--- src/rtl/speech_pkg.sv ---
//------------------------------------------------------------------------------
// speech_pkg : shared types and defaults for the speech sequencer
// Rev 1.0
//------------------------------------------------------------------------------
`default_nettype none

package speech_pkg;

    localparam int DEF_NUM_SLOTS = 4;
    localparam int DEF_TMO_W     = 24;

    typedef logic [1:0] slot_t;

    typedef enum logic [2:0] {
        IDLE  = 3'd0,
        REC   = 3'd1,
        FFT   = 3'd2,
        STORE = 3'd3,
        CMP   = 3'd4
    } seq_state_t;

endpackage

`default_nettype wire

--- src/rtl/speech_seq_wdog.sv ---
//------------------------------------------------------------------------------
// speech_seq_wdog : per-phase watchdog counter, saturates at all-ones
// Rev 1.0
//------------------------------------------------------------------------------
`default_nettype none

module speech_seq_wdog
    import speech_pkg::*;
#(
    parameter int TMO_W = DEF_TMO_W
) (
    input  logic clk,
    input  logic reset_L,
    input  logic clr,
    input  logic en,
    output logic sat
);

    logic [TMO_W-1:0] r_cnt;

    always_ff @(posedge clk or negedge reset_L) begin
        if (!reset_L) begin
            r_cnt <= '0;
        end else if (clr) begin
            r_cnt <= '0;
        end else if (en && !sat) begin
            r_cnt <= r_cnt + TMO_W'(1);
        end
    end

    assign sat = &r_cnt;

endmodule

`default_nettype wire

--- src/rtl/speech_seq.sv ---
//------------------------------------------------------------------------------
// speech_seq : record -> FFT -> store/compare sequencer for voice control.
// Optional watchdog enabled by defining SPEECH_SEQ_TIMEOUT_EN.
// Rev 1.0
//------------------------------------------------------------------------------
`default_nettype none

module speech_seq
    import speech_pkg::*;
#(
    parameter int NUM_SLOTS = DEF_NUM_SLOTS,
    parameter int SLOT_W    = 2,
    parameter int TMO_W     = DEF_TMO_W
) (
    input  logic              clk,
    input  logic              reset_L,
    input  logic              record,
    input  logic              sample,
    output logic              rec_en,
    input  logic              rec_done,
    output logic              fft_start,
    input  logic              fft_done,
    output logic              fft_dst_tpl,
    output logic [SLOT_W-1:0] slot,
    output logic              cmp_start,
    input  logic              cmp_done,
    input  logic              cmp_hit,
    output slot_t             match,
    output logic              match_valid,
    output logic              no_match,
    output logic              busy,
    output logic              err
);

    localparam logic [SLOT_W-1:0] c_last_slot = SLOT_W'(NUM_SLOTS - 1);

    if (NUM_SLOTS < 1 || NUM_SLOTS > 4 || (1 << SLOT_W) < NUM_SLOTS || TMO_W < 2) begin : g_param_chk
        $error("speech_seq: illegal NUM_SLOTS/SLOT_W/TMO_W combination");
    end

    seq_state_t        r_state;
    logic [SLOT_W-1:0] r_tpl_ptr;
    logic              r_mode;
    logic              w_wd_sat;

`ifdef SPEECH_SEQ_TIMEOUT_EN
    seq_state_t r_state_q;
    logic       w_wd_clr;
    logic       w_wd_en;

    // Any state change restarts the watchdog window.
    always_ff @(posedge clk or negedge reset_L) begin
        if (!reset_L) begin
            r_state_q <= IDLE;
        end else begin
            r_state_q <= r_state;
        end
    end

    assign w_wd_clr = (r_state != r_state_q);
    assign w_wd_en  = (r_state == REC) || (r_state == FFT) || (r_state == CMP);

    speech_seq_wdog #(
        .TMO_W (TMO_W)
    ) u_wdog (
        .clk     (clk),
        .reset_L (reset_L),
        .clr     (w_wd_clr),
        .en      (w_wd_en),
        .sat     (w_wd_sat)
    );
`else
    assign w_wd_sat = 1'b0;
`endif

    always_ff @(posedge clk or negedge reset_L) begin
        if (!reset_L) begin
            r_state     <= IDLE;
            r_tpl_ptr   <= '0;
            r_mode      <= 1'b0;
            rec_en      <= 1'b0;
            fft_start   <= 1'b0;
            fft_dst_tpl <= 1'b0;
            slot        <= '0;
            cmp_start   <= 1'b0;
            match       <= '0;
            match_valid <= 1'b0;
            no_match    <= 1'b0;
            busy        <= 1'b0;
            err         <= 1'b0;
        end else begin
            fft_start   <= 1'b0;
            cmp_start   <= 1'b0;
            match_valid <= 1'b0;
            no_match    <= 1'b0;

            if (w_wd_sat && (r_state inside {REC, FFT, CMP})) begin
                err     <= 1'b1;
                rec_en  <= 1'b0;
                busy    <= 1'b0;
                r_state <= IDLE;
            end else begin
                case (r_state)
                    IDLE: begin
                        if (record) begin
                            r_mode      <= sample;
                            err         <= 1'b0;
                            rec_en      <= 1'b1;
                            busy        <= 1'b1;
                            fft_dst_tpl <= sample;
                            slot        <= sample ? r_tpl_ptr : '0;
                            r_state     <= REC;
                        end
                    end
                    REC: begin
                        if (rec_done) begin
                            rec_en    <= 1'b0;
                            fft_start <= 1'b1;
                            r_state   <= FFT;
                        end
                    end
                    FFT: begin
                        if (fft_done) begin
                            if (r_mode) begin
                                r_state <= STORE;
                            end else begin
                                slot      <= '0;
                                cmp_start <= 1'b1;
                                r_state   <= CMP;
                            end
                        end
                    end
                    STORE: begin
                        r_tpl_ptr <= (r_tpl_ptr == c_last_slot) ? '0 : r_tpl_ptr + SLOT_W'(1);
                        busy      <= 1'b0;
                        r_state   <= IDLE;
                    end
                    CMP: begin
                        // Slots are walked upward, so the lowest hitting index wins.
                        if (cmp_done) begin
                            if (cmp_hit) begin
                                match       <= slot_t'(slot);
                                match_valid <= 1'b1;
                                busy        <= 1'b0;
                                r_state     <= IDLE;
                            end else if (slot != c_last_slot) begin
                                slot      <= slot + SLOT_W'(1);
                                cmp_start <= 1'b1;
                            end else begin
                                no_match <= 1'b1;
                                busy     <= 1'b0;
                                r_state  <= IDLE;
                            end
                        end
                    end
                    default: begin
                        rec_en  <= 1'b0;
                        busy    <= 1'b0;
                        r_state <= IDLE;
                    end
                endcase
            end
        end
    end

endmodule

`default_nettype wire

--- config.mk ---
export PLATFORM = sky130hd
export DESIGN_NAME = speech_seq
export DESIGN_NICKNAME = d
export VERILOG_FILES = /design/src/rtl/speech_pkg.sv /design/src/rtl/speech_seq_wdog.sv /design/src/rtl/speech_seq.sv
export SDC_FILE = /design/constraint.sdc
export NUM_CORES = 1
export LEC_CHECK = 0
export CAP_MARGIN = 10
export CORE_MARGIN = 3
export CORE_UTILIZATION = 47
export DETAILED_ROUTE_END_ITERATION = 16
export PLACE_DENSITY = 0.88
export SYNTH_ARGS = -nofsm -noshare
export SYNTH_HDL_FRONTEND = slang
export SYNTH_SLANG_ARGS = --single-unit
--- constraint.sdc ---
create_clock -name clk -period 1.8 [get_ports clk]
set_clock_uncertainty 0.05 [all_clocks]
set_input_delay 0.36 -clock clk [delete_from_list [all_inputs] [get_ports clk]]
set_output_delay 0.36 -clock clk [all_outputs]
set_load 0.01 [all_outputs]
==> out/metrics.csv, run 1 <==
metric;value;unit
status;completed;
synth_xor_area_frac;0;
timing.final.crit_period;1.67;ns
cts_tree;yes;
cts_root_buffer;clkbuf_4;
crit_type;reg2out;
vias_per_cell;5.51;
synth_area;825;um2
nets;110;
synthAdderAreaFrac;0.0303;
syn-instance-count;80;
avgSynthCellArea;10.3;um2
reg2reg_to;slot[1];
cts_buffers;3;
critPathTopFamily;buffers and inverters;
r2r_start;r_state[0];
crit_arrival;1.26;ns
drive_gt1_frac;0.141;
min_path_type;in2async;
vias;634;
rrSetupSlack;0.22;ns
initial_utilization;0.523;
grt_pass1_wl;2.67;mm
synthTopCellsByArea;dfrtp_1 (49%), mux2_2 (4.1%), mux2_4 (3.6%), nand2_1 (3.2%), nor2_1 (3.2%);
timing.fmax;597;MHz
final_cell_mix;clkdlybuf4s50_1 (18), dfrtp_1 (16), nor2_1 (7), nand2_1 (7), o21ai_0 (5);
p_leak;0.000495;uW
die_w;47.9;um
slew_violations;0;
clk_latency;0.28;ns
yosys.area.top_type;dfrtp_1;
r2r_cells;4;
muxShareOfSynthArea;0.0774;
power_density;1460;nW/um2
grt_setup_unrepaired;false;
grt_max_degree;16;
cp-end-kind;output pin;
synthSimpleGateAreaFrac;0.217;
finalHoldViolCount;0;
drtPass1Iterations;4;
drcViolationCount;0;
grtUsageTotal;0.168;
place_congestion;0.800;
max_cap_violations;0;
synth_compound_area_frac;0.137;
postCtsResizedCells;0;
hold_ws;0.311;ns
synth_edf_count;0;
crit_path_max_fanout;5;
final.setup.tns;0;ns
htreeDepth;1;
async_reset_ff_frac;1.00;
critPathMaxStageDelay;0.56;ns
clk_pin_slew;0.10;ns
die_h;47.9;um
insertedDiodeCount;0;
ys_dominant_reg_cell;dfrtp_1;
wl_per_cell;13.7;um
ant_nets;0;
core-area;1580;um2
setup_viol;0;
synth-seq-area-share;0.486;
synth_top_family_by_area;simple AND/OR/NAND/NOR gates;
drtIter0Drc;12;
fin_crit_sh;0.930;
path_cells;clkdlybuf4s50_1;
holdBufCountCts;0;
ys_ff_latch;16;
area_growth;26.1;%
hpwl;1.21;mm
pin_count;20;
overflow;0;
path_buf_inv;1;
synth_nets;90;
crit_required;1.39;ns
synth_top_area_frac;0.486;
cpMaxStageDelayCell;clkdlybuf4s50_1;
irDropWorstVdd;0.813;mV
rows;14;
yosys_warnings;0;
antenna_found_initial;0;
final_common_cell;clkdlybuf4s50_1;
clock_path_buffers;2;
cts_setup_buffers;0;
startpoint_type;flop;
dieArea;2290;um2
wl;1.57;mm
clock_sinks;16;
grt_pass1_vias;610;
fill_cells;130;
portBuffers;18;
ys_types;32;
## metrics by stage
| step | util | worst slack [ns] | power [uW] | cells | cell area [um2] |
|---|---|---|---|---|---|
| after floorplan | - | 0.302 | 1040 | 80 | 825 |
| after global placement | 0.637 | 0.0868 | 1260 | 111 | 1000 |
| after global routing | 0.660 | 0.0675 | 1640 | 115 | 1040 |
| final | 0.660 | 0.126 | 1520 | 115 | 1040 |
| after detailed placement | 0.637 | 0.0494 | 1300 | 111 | 1000 |
| after CTS | 0.660 | 0.103 | 1540 | 115 | 1040 |
## sequential cells by signal, summed over array words and instances, names as in the netlist
register and flops:
rec_en 1, match_valid 1, match 2, no_match 1, cmp_start 1, fft_start 1
r_state 3, r_mode 1, slot 2, busy 1, r_tpl_ptr 2
## kinds of logic after synthesis
logic type,count (synthesis)
AO/OA/AOI/OAI,17
adder cells (fa/ha/maj),2
buffers and inverters,7
flip-flops,16
multiplexers,5
other,1
AND/OR/NAND/NOR,32
## power by group
| group | switching (uW) | internal (uW) |
|---|---|---|
| sequential | 178 | 487 |
| clock | 112 | 123 |
| combinational | 244 | 378 |
## synthesized netlist by cell type, types with 3 or more instances
cell     count
a21oi_1      3
dfrtp_1     16
inv_1        3
mux2_2       3
nand2_1      7
nand3_1      3
nor2_1       7
o21ai_0      5
## layer usage
metal / vias to the layer above / GRT usage / wire [um] / share of wire
met5: - / 0 / 0 / 0
met4: 0 / 0.0484 / 0 / 0
met2: 18 / 0.303 / 786 / 0.50
met3: 0 / 0.0376 / 86 / 0.055
met1: 299 / 0.198 / 698 / 0.44
li1: 317 / - / - / -
## area by class of cell
class                      instances  area, um2  share of cell area
sequential                        16        400               0.385
multi-input combinational         57        384               0.369
timing repair buffer              19        188               0.181
clock buffer                       4       36.3              0.0349
tap                               16       20.0              0.0193
inverter                           3       11.3              0.0108
## worst max path at each step
| stage | slack, ns | cells after the start | to | start |
|---|---|---|---|---|
| 6_report | 0.13 | 1 | slot[0] | slot[0] |
| 5_1_grt | 0.07 | 1 | slot[0] | slot[0] |
| 4_1_cts | 0.10 | 1 | slot[0] | slot[0] |
| 3_5_place_dp | 0.05 | 5 | slot[1] | fft_done |
| 3_3_place_gp | 0.09 | 5 | slot[0] | fft_done |
| 2_1_floorplan | 0.30 | 4 | slot[1] | slot[0] |
Note: power is estimated with default switching activity, not from simulation.
==> run 2: changes to the inputs <==
Settings changed: CORE_UTILIZATION 47 to 50, CTS_BUF_LIST set to sky130_fd_sc_hd__clkbuf_8, PLACE_DENSITY 0.88 to 0.93.
==> out/metrics.csv, run 2 (same netlist as run 1, synthesis figures left out) <==
metric;value;unit
status;completed;
grt_max_degree;17;
clock_path_buffers;2;
vias;669;
p_clk_frac;0.193;
min_path_type;in2async;
final_cell_mix;clkdlybuf4s50_1 (18), dfrtp_1 (16), nor2_1 (7), nand2_1 (7), o21ai_0 (5);
ant_nets;0;
place_congestion;0.804;
htreeDepth;1;
nets;110;
crit_path_max_fanout;4;
overflow;0;
power_frac_seq;0.416;
cp.depth;1;
path_buf_inv;1;
fin_crit_sh;0.908;
final_common_cell;clkdlybuf4s50_1;
multiInputGateArea;384;um2
reg2reg_to;slot[1];
slew_violations;0;
clock_sinks;16;
drcViolationCount;0;
wl;1.74;mm
timing.fmax;612;MHz
power_density;1530;nW/um2
seq_area;400;um2
drtIter0Drc;8;
area_growth;28.4;%
cts_root_buffer;clkbuf_8;
rows;14;
portBuffers;18;
grt_pass1_vias;676;
timing.final.crit_period;1.64;ns
clk_latency;0.25;ns
core-area;1520;um2
irDropWorstVdd;0.819;mV
utilization;0.695;
cp-end-kind;output pin;
drtPass1Iterations;3;
crit_required;1.39;ns
antenna_found_initial;0;
design_area;1060;um2
endpoint;busy;
pin_count;20;
post-place-ws;0.0602;ns
sw_frac_of_total;0.347;
holdBufCountCts;0;
insertedDiodeCount;0;
finalHoldViolCount;0;
crit_arrival;1.23;ns
wl_per_cell;15.1;um
setup_ws;0.165;ns
grtUsageTotal;0.187;
initial_utilization;0.541;
cpMaxStageDelayCell;clkdlybuf4s50_1;
p_leak;0.000503;uW
hpwl;1.26;mm
cts_buffers;3;
postCtsResizedCells;0;
die_h;46.6;um
setup_viol;0;
final.setup.tns;0;ns
cts_setup_buffers;0;
vias_per_cell;5.82;
cts_tree;yes;
dieArea;2170;um2
fill_cells;124;
critPathLaunch;busy;
total_power;1620;uW
switching_power;563;uW
critPathMaxStageDelay;0.58;ns
startpoint_type;flop;
rrSetupSlack;0.24;ns
largest_reg_flops;3;
path_cells;clkdlybuf4s50_1;
die_w;46.6;um
clk_pin_slew;0.06;ns
critPathTopFamily;buffers and inverters;
r2r_cells;4;
crit_type;reg2out;
grt_setup_unrepaired;false;
drive_gt1_frac;0.141;
grt_pass1_wl;2.80;mm
placed_area;1000;um2
r2r_start;r_state[0];
comb_power_share;0.392;
top_register;r_state;
p_int;1060;uW
max_cap_violations;0;
## run 2: cell counts in the layout (fill, tap and decap cells not counted)
Identical to the previous run, type by type.
## run 2: worst min-delay path by stage
stage,slack (ns),start,endpoint
detailed placement,0.45,match[1],match[1]
floorplan,0.01,reset_L,busy
global placement,0.44,match[0],match[0]
finish,0.39,reset_L,match[0]
CTS,0.40,reset_L,match_valid
global route,0.42,reset_L,r_state[2]
## run 2: metal layers
metal  global-route usage  vias up  routed length (um)
li1                     -      317                   -
met1                0.203      318                 717
met2                0.321       25                 853
met3               0.0352        9                  97
met4                0.133        0                  74
met5                    0        -                   0
## run 2: power by group through the flow
| stage | Sequential (uW) | Combinational, uW | Clock [uW] |
|---|---|---|---|
| after floorplan | 630 | 414 | 0 |
| after global placement | 659 | 597 | 0 |
| after detailed placement | 673 | 632 | 0 |
| after CTS | 670 | 644 | 321 |
| after global routing | 695 | 700 | 333 |
| final | 674 | 635 | 313 |
## run 2: stage by stage
step / hold slack (ns) / cells
after floorplan: 0.0144 / 80
after global placement: 0.439 / 111
after detailed placement: 0.452 / 111
after CTS: 0.397 / 115
after global routing: 0.417 / 115
final: 0.387 / 115
## run 2: layout make-up
| cell class | count | share of cell area |
|---|---|---|
| clock buffer | 4 | 0.0520 |
| multi-input combinational | 57 | 0.363 |
| inverter | 3 | 0.0106 |
| sequential | 16 | 0.378 |
| tap | 16 | 0.0189 |
| timing repair buffer | 19 | 0.177 |
